$ cat config.mk
export PLATFORM = sky130hd
export DESIGN_NAME = shift_in_receiver_flat
export DESIGN_NICKNAME = d
export VERILOG_FILES = /design/src/rtl/shift_in_receiver_pkg.sv /design/src/rtl/shift_in_receiver_if.sv /design/src/rtl/shift_in_receiver_rx_output_holder.sv /design/src/rtl/shift_in_receiver.sv /design/src/flat_wrapper.sv
export SDC_FILE = /design/constraint.sdc
export NUM_CORES = 1
export LEC_CHECK = 0
export CORE_MARGIN = 4
export CORE_UTILIZATION = 50
export DETAILED_ROUTE_END_ITERATION = 7
export PLACE_DENSITY = 0.81
export REMOVE_ABC_BUFFERS = 1
export SLEW_MARGIN = 25
export SYNTH_ARGS = -nofsm -noshare
export SYNTH_HDL_FRONTEND = slang
export SYNTH_SLANG_ARGS = --single-unit
$ cat constraint.sdc
create_clock -name clk -period 4 [get_ports clk]
set_input_delay 0.8 -clock clk [delete_from_list [all_inputs] [get_ports clk]]
set_output_delay 0.8 -clock clk [all_outputs]
set_load 0.1 [all_outputs]
$ cat src/rtl/shift_in_receiver_pkg.sv
// Shared constants and state encoding for the MSB-first serial word receiver.
// Word width is derived from the datapath nibble width used across the slice.
package shift_in_receiver_pkg;

   localparam int DATA_WIDTH = 4;
   localparam int WORD_WIDTH = DATA_WIDTH * 2;
   localparam int CNT_WIDTH  = $clog2(WORD_WIDTH);

   typedef enum logic {
      IDLE  = 1'b0,
      SHIFT = 1'b1
   } rx_state_t;

endpackage

$ cat src/rtl/shift_in_receiver_if.sv
// Serial-link inputs, parallel word handshake and status for the receiver.
// The slave modport is the receiver's view; master is the link/consumer side.
interface shift_in_receiver_if
   import shift_in_receiver_pkg::*;
#(
   parameter int WORD_WIDTH = shift_in_receiver_pkg::WORD_WIDTH,
   parameter int CNT_WIDTH  = $clog2(WORD_WIDTH)
);
   logic                  bit_valid;
   logic                  bit_in;
   logic                  sync_in;
   logic                  word_ready;
   logic                  clear_err;
   logic [WORD_WIDTH-1:0] q_out;
   logic                  word_valid;
   logic                  busy;
   logic [CNT_WIDTH-1:0]  bit_cnt;
   logic                  overrun_err;
   logic                  sync_err;

   modport slave (
      input  bit_valid, bit_in, sync_in, word_ready, clear_err,
      output q_out, word_valid, busy, bit_cnt, overrun_err, sync_err
   );

   modport master (
      output bit_valid, bit_in, sync_in, word_ready, clear_err,
      input  q_out, word_valid, busy, bit_cnt, overrun_err, sync_err
   );
endinterface

$ cat src/rtl/shift_in_receiver_rx_output_holder.sv
// Holds the last completed word under a valid/ready handshake.
// Flags an overrun when a new word lands on one the consumer has not taken.
module rx_output_holder #(
   parameter int WORD_WIDTH = 8
) (
   input  logic                  clk,
   input  logic                  reset_n,
   input  logic                  load,
   input  logic [WORD_WIDTH-1:0] word,
   input  logic                  word_ready,
   output logic [WORD_WIDTH-1:0] q_out,
   output logic                  word_valid,
   output logic                  overrun_evt
);

   // A ready in the same cycle as a load retires the old word, so no overrun.
   assign overrun_evt = load & word_valid & ~word_ready;

   always_ff @(posedge clk or negedge reset_n) begin
      if (!reset_n) begin
         q_out      <= '0;
         word_valid <= 1'b0;
      end else if (load) begin
         q_out      <= word;
         word_valid <= 1'b1;
      end else if (word_ready) begin
         word_valid <= 1'b0;
      end
   end

endmodule

$ cat src/rtl/shift_in_receiver.sv
// Serial-in/parallel-out receiver: rebuilds MSB-first words framed by sync_in.
// state | meaning
// IDLE  | no word in progress; waits for a valid bit with sync_in
// SHIFT | word partially received; bit_cnt bits captured so far
module shift_in_receiver
   import shift_in_receiver_pkg::*;
#(
   parameter int WORD_WIDTH = shift_in_receiver_pkg::WORD_WIDTH,
   parameter int CNT_WIDTH  = $clog2(WORD_WIDTH)
) (
   input logic                clk,
   input logic                reset_n,
   shift_in_receiver_if.slave bus
);

   localparam logic [CNT_WIDTH-1:0] LAST_BIT = CNT_WIDTH'(WORD_WIDTH - 1);

   rx_state_t             state, state_nxt;
   logic [WORD_WIDTH-1:0] shreg, shreg_nxt;
   logic [CNT_WIDTH-1:0]  bit_cnt_q, bit_cnt_nxt;
   logic [WORD_WIDTH-1:0] shift_word;
   logic                  complete;
   logic                  resync;
   logic                  overrun_evt;
   logic                  overrun_q;
   logic                  sync_err_q;

   assign shift_word = {shreg[WORD_WIDTH-2:0], bus.bit_in};

   always_ff @(posedge clk or negedge reset_n) begin
      if (!reset_n) begin
         state     <= IDLE;
         shreg     <= '0;
         bit_cnt_q <= '0;
      end else begin
         state     <= state_nxt;
         shreg     <= shreg_nxt;
         bit_cnt_q <= bit_cnt_nxt;
      end
   end

   always_comb begin
      state_nxt   = state;
      shreg_nxt   = shreg;
      bit_cnt_nxt = bit_cnt_q;
      complete    = 1'b0;
      resync      = 1'b0;
      if (bus.bit_valid) begin
         case (state)
            IDLE: begin
               if (bus.sync_in) begin
                  shreg_nxt   = WORD_WIDTH'(bus.bit_in);
                  bit_cnt_nxt = CNT_WIDTH'(1);
                  state_nxt   = SHIFT;
               end
            end
            SHIFT: begin
               // The completing bit wins over a coincident sync_in.
               if (bit_cnt_q == LAST_BIT) begin
                  complete    = 1'b1;
                  shreg_nxt   = shift_word;
                  bit_cnt_nxt = '0;
                  state_nxt   = IDLE;
               end else if (bus.sync_in) begin
                  resync      = 1'b1;
                  shreg_nxt   = WORD_WIDTH'(bus.bit_in);
                  bit_cnt_nxt = CNT_WIDTH'(1);
               end else begin
                  shreg_nxt   = shift_word;
                  bit_cnt_nxt = bit_cnt_q + CNT_WIDTH'(1);
               end
            end
            default: state_nxt = IDLE;
         endcase
      end
   end

   rx_output_holder #(
      .WORD_WIDTH (WORD_WIDTH)
   ) u_holder (
      .clk         (clk),
      .reset_n     (reset_n),
      .load        (complete),
      .word        (shift_word),
      .word_ready  (bus.word_ready),
      .q_out       (bus.q_out),
      .word_valid  (bus.word_valid),
      .overrun_evt (overrun_evt)
   );

   // Sticky flags: a new event outranks a simultaneous clear.
   always_ff @(posedge clk or negedge reset_n) begin
      if (!reset_n) begin
         overrun_q  <= 1'b0;
         sync_err_q <= 1'b0;
      end else begin
         if (overrun_evt)        overrun_q <= 1'b1;
         else if (bus.clear_err) overrun_q <= 1'b0;
         if (resync)             sync_err_q <= 1'b1;
         else if (bus.clear_err) sync_err_q <= 1'b0;
      end
   end

   assign bus.busy        = (state == SHIFT);
   assign bus.bit_cnt     = bit_cnt_q;
   assign bus.overrun_err = overrun_q;
   assign bus.sync_err    = sync_err_q;

endmodule

$ cat src/flat_wrapper.sv
// flat-port wrapper written by rule: the top's interface ports become plain ports
module shift_in_receiver_flat import shift_in_receiver_pkg::*;
#(
   parameter int WORD_WIDTH = shift_in_receiver_pkg::WORD_WIDTH,
   parameter int CNT_WIDTH  = $clog2(WORD_WIDTH)
)
  (clk, reset_n, bus_bit_valid, bus_bit_in, bus_sync_in, bus_word_ready, bus_clear_err, bus_q_out, bus_word_valid, bus_busy, bus_bit_cnt, bus_overrun_err, bus_sync_err);
  shift_in_receiver_if #(.WORD_WIDTH(WORD_WIDTH), .CNT_WIDTH(CNT_WIDTH)) bus_i ();
  input logic clk;
  input logic reset_n;
  input wire logic [$bits(bus_i.bit_valid)-1:0] bus_bit_valid;
  input wire logic [$bits(bus_i.bit_in)-1:0] bus_bit_in;
  input wire logic [$bits(bus_i.sync_in)-1:0] bus_sync_in;
  input wire logic [$bits(bus_i.word_ready)-1:0] bus_word_ready;
  input wire logic [$bits(bus_i.clear_err)-1:0] bus_clear_err;
  output wire logic [$bits(bus_i.q_out)-1:0] bus_q_out;
  output wire logic [$bits(bus_i.word_valid)-1:0] bus_word_valid;
  output wire logic [$bits(bus_i.busy)-1:0] bus_busy;
  output wire logic [$bits(bus_i.bit_cnt)-1:0] bus_bit_cnt;
  output wire logic [$bits(bus_i.overrun_err)-1:0] bus_overrun_err;
  output wire logic [$bits(bus_i.sync_err)-1:0] bus_sync_err;
  assign bus_i.bit_valid = bus_bit_valid;
  assign bus_i.bit_in = bus_bit_in;
  assign bus_i.sync_in = bus_sync_in;
  assign bus_i.word_ready = bus_word_ready;
  assign bus_i.clear_err = bus_clear_err;
  assign bus_q_out = bus_i.q_out;
  assign bus_word_valid = bus_i.word_valid;
  assign bus_busy = bus_i.busy;
  assign bus_bit_cnt = bus_i.bit_cnt;
  assign bus_overrun_err = bus_i.overrun_err;
  assign bus_sync_err = bus_i.sync_err;
  shift_in_receiver #(.WORD_WIDTH(WORD_WIDTH), .CNT_WIDTH(CNT_WIDTH)) u_core (.clk(clk), .reset_n(reset_n), .bus(bus_i));
endmodule
### Word level (Yosys, flattened, before mapping)

Index checks and enable logic that the tools add are counted.
Widths: inputs -> output; s select.

* output and inout port bits: 15
* input bits: 7
* flip-flop bits (word level): 22
* logic and storage cells: 40

* eq/ne operators: 2
* mux-type cells: 22
* add/sub/neg operators: 1
* bitwise logic cells: 4
* reduce and logical (&&, ||, !) cells: 4

Operators by type and width (number)
* $mux 7: 3
* $pmux 7 s2: 1
* $mux 1: 13
* $mux 3: 3
* $pmux 3 s2: 1
* $reduce_bool 2->1: 3
* $add 3x1->3 const B: 1
* $eq 3x3->1 const B: 1
* $and 1x1->1: 2
* $ne 2x2->1 const B: 1
* $not 1->1: 2
* $pmux 1 s2: 1
* $reduce_and 2->1: 1

### Longest topological paths before layout

* depth after elaboration: 7
* gate-level depth with buffers: 5
* depth with buffers taken out: 5

### Modules after synthesis

From an unflattened synthesis, not the netlist that was laid out.

* cells, all modules: 67
* area, all modules: 947.2 µm²

Modules (own cells, without submodules)
* shift_in_receiver: cells each 46, instances 1, area each 570.5 µm², seq. area each 325.3 µm²
* rx_output_holder: cells each 21, instances 1, area each 376.6 µm², seq. area each 225.2 µm²

### Worst setup path after synthesis

OpenSTA, ideal clock, no wires.

* path kind: reg2reg
* start: register u_core.bit_cnt_q[0] (netlist: u_core.bus.bit_cnt[0])
* end: register u_core.u_holder.q_out[0]
* setup time: 126 ps
* path slack: 1970 ps
* required time: 3874 ps
* period minus slack after synthesis: 2030 ps
* buffers on the path: 0
* arrival time: 1904 ps
* cell stages (with the launch flop): 5
* cell sequence: dfrtp_1 > ha_1 > ha_1 > nand3_4 > mux2_2

* word-level cells in the longest chain between the ends: 4

RTL lines
* start, declared: line shift_in_receiver.sv:20 `logic [CNT_WIDTH-1:0] bit_cnt_q, bit_cnt_nxt;`
* start signal, assigned: line shift_in_receiver.sv:38 `bit_cnt_q <= bit_cnt_nxt;`
* $eq 3x3->1: line shift_in_receiver.sv:59 `if (bit_cnt_q == LAST_BIT) begin`
* $mux 1: line shift_in_receiver.sv:59
* $mux 1: line shift_in_receiver.sv:49 `case (state)`
* $mux 1: line shift_in_receiver.sv:48 `if (bus.bit_valid) begin`
* end signal, assigned: line shift_in_receiver_rx_output_holder.sv:24 `q_out <= word;`
* end, declared: line shift_in_receiver_rx_output_holder.sv:11 `output logic [WORD_WIDTH-1:0] q_out,`

Every way passes these cells.
A chain may end at the register's enable or synchronous reset.

### Worst setup path in the final report

* start: register u_core.state (netlist: u_core.bus.busy)
* end: output port bus_busy

RTL lines
* start, declared: line shift_in_receiver.sv:18 `rx_state_t state, state_nxt;`
* start signal, assigned: line shift_in_receiver.sv:36 `state <= state_nxt;`
* end, declared: line flat_wrapper.sv:18 `output wire logic [$bits(bus_i.busy)-1:0] bus_busy;`

No word-level cell between the ends.

==> impl_metrics.tcl <==
set metrics [dict create \
    syn2layout_area_growth_pct 30.29 \
    hold_violations 0 \
    synth.most_common_cell "dfrtp_1" \
    dieWidth_um 50.54 \
    yosysTopAreaCellShare_pct 60.86 \
    synth_common_cells "dfrtp_1 (22), mux2_2 (9), a22o_1 (6), inv_1 (6), nand2_1 (6)" \
    cp_cell_sequence "clkdlybuf4s50_1" \
    clk_path_buf_depth 2 \
    grt_pass1_wl_mm 2.849 \
    syn_inst 67 \
    finalCritPeriodShare_pct 71.76 \
    crit_required_ns 3.20 \
    grt-busiest-layer "met2" \
    clock_skew_ns 0.001431 \
    irDropWorstVdd_mv 0.3493 \
    maxSlewViolCount 0 \
    cts_setup_buffers 0 \
    vias 579 \
    synth_edf_count 0 \
    cp_top_family "buffers and inverters" \
    fin_setup_tns_ns 0 \
    powerDensity_nw_per_um2 709.8 \
    htreeDepth 1 \
    cts_tree "done" \
    ys_types 19 \
    path_class "reg2out" \
    tightest_slew_ns 0.9740 \
    setup_viol 0 \
    path_clk_slew_ns 0.12 \
    drt_iter0_markers 8 \
    rows 15 \
    cts_buffers 3 \
    place_congestion 0.6872 \
    reg2reg_from "u_core.bus.bit_cnt[0]" \
    port_buffers 21 \
    rsz0062_at_grt "false" \
    slowest_stage "clkdlybuf4s50_1" \
    leakage_nw 0.5552 \
    path_buf_inv 1 \
    drc_errors 0 \
    syn_area_per_cell_um2 13.50 \
    async_flop_share_pct 100.0 \
    ys_seq_area_share_pct 60.86 \
    pin_count 22 \
    post-dp-hpwl_mm 1.227 \
    grt_pass1_vias 596 \
    drt-total-wl_mm 1.637 \
    clkLatencyLatePin_ns 0.30 \
    grt_usage_pct 14.72 \
    endpoint_kind "output port" \
    routedWlPerCell_um 14.23 \
    cts_root_buffer "clkbuf_4" \
    ys_dominant_reg_cell "dfrtp_1" \
    dieHeight_um 50.54 \
    met2_usage_pct 25.87 \
    ys_seq_elements 22 \
    hold_path.class "in2async" \
    r2r-end "u_core.u_holder.q_out[2]" \
    diodes 0 \
    ant_nets 0 \
    cp-start-kind "flip-flop" \
    yosysWarnings 0 \
    via_per_inst 5.035 \
    critical_path.max_stage_delay_ns 1.20 \
    drive_gt1_share_pct 20.00 \
    cap_violations 0 \
    start_util_pct 52.39 \
    slew_headroom_pct 34.87 \
    grt-ovfl-total 0 \
    r2r_slack_ns 2.44 \
    firstDrtPassIters 4 \
    ctsHoldBuffers 0 \
    nets 100 \
    cp_max_fo 8 \
    min_period_ns 2.870 \
    status "completed" \
    p_total_w 0.0008366 \
    cp.arrival_ns 2.07 \
    antenna_found_initial 0 \
    dieArea_um2 2554 \
    ctsResizeCount 0 \
    core_area_um2 1727 \
    grtUsageMet1_pct 18.87 \
    grt_max_degree 23 \
    reg2reg_depth 4 \
    yosys-top-cells-area "dfrtp_1 (61%), mux2_2 (11%), a22o_1 (5.8%), ha_1 (2.8%), inv_1 (2.5%)" \
    synth_largest_area_cell "dfrtp_1" \
    grt_util_met3_pct 2.967 \
    synth_area_um2 904.6 \
    cts_sinks 22 \
    timing.fmax_mhz 348.4 \
]
[layer usage]
metal  share of wire (%)  up-vias
met3                 4.2        2
met1                  43      283
li1                    -      281
met5                   0        -
met2                  52       13
met4                0.92        0
[cell families (layout without fill, tap and decap cells)]
kind of cell	Yosys count	after routing	synth area share, %
compound gates	16	16	14.11
fa+ha+maj	2	2	2.766
buf+inv	8	31	4.149
flops	22	22	60.86
mux	9	9	11.20
simple gates	10	10	6.916
[registers in the layout (all words and copies together) (netlist names)]
signal / flops
u_core.bus.bit_cnt: 3
u_core.bus.busy: 1
u_core.bus.overrun_err: 1
u_core.bus.sync_err: 1
u_core.shreg: 7
u_core.u_holder.q_out: 8
u_core.u_holder.word_valid: 1
[layout by cell type, fill, tap and decap left out, drive strengths merged]
| cell type | instances |
|---|---|
| a2bb2oi | 1 |
| and4bb | 1 |
| a22o | 6 |
| a21oi | 3 |
| nand2b | 1 |
| o21ai | 3 |
| clkbuf | 3 |
| o32ai | 1 |
| nand3 | 1 |
| buf | 1 |
| mux2 | 9 |
| ha | 2 |
| nor2 | 1 |
| clkdlybuf4s50 | 20 |
| a31oi | 1 |
| dfrtp | 22 |
| nand2 | 6 |
| o22ai | 1 |
| inv | 6 |
| bufinv | 1 |
[per-stage QoR]
stage | cell area (µm²) | worst slack [ns] | utilization (%) | std cells | hold slack [ns]
floorplan | 889.6 | 1.914 | - | 65 | 0.4689
global placement | 1131 | 1.498 | 65.51 | 111 | 0.4883
detailed placement | 1131 | 1.476 | 65.51 | 111 | 0.4927
CTS | 1184 | 1.123 | 68.55 | 115 | 0.5217
global route | 1179 | 1.071 | 68.26 | 115 | 0.4498
finish | 1179 | 1.130 | 68.26 | 115 | 0.4314
[power breakdown]
part	total, W	internal (W)	switching [W]
registers	0.000290	0.000260	0.0000303
clock network	0.000167	0.000101	0.0000661
logic	0.000379	0.0000930	0.000286
total	0.000837	0.000454	0.000383
[worst max-delay path by stage]
stage | startpoint | endpoint | slack, ns | cells past startpoint
finish | u_core.bus.busy | bus_busy | 1.13 | 1
global route | u_core.bus.busy | bus_busy | 1.07 | 1
CTS | u_core.bus.busy | bus_busy | 1.12 | 1
floorplan | u_core.bus.bit_cnt[0] | u_core.u_holder.q_out[0] | 1.91 | 4
global placement | u_core.bus.busy | bus_busy | 1.50 | 1
detailed placement | u_core.bus.busy | bus_busy | 1.48 | 1
[area by class of cell]
type | instances | area, µm²
multi-input cells | 37 | 316.6
clock inverters | 1 | 30.03
fillers | 148 | 548.0
flip-flops and latches | 22 | 550.5
repair buffers | 21 | 205.2
well taps | 25 | 31.28
clock buffers | 3 | 22.52
inverters | 6 | 22.52
(Power assumes the default switching activity.)
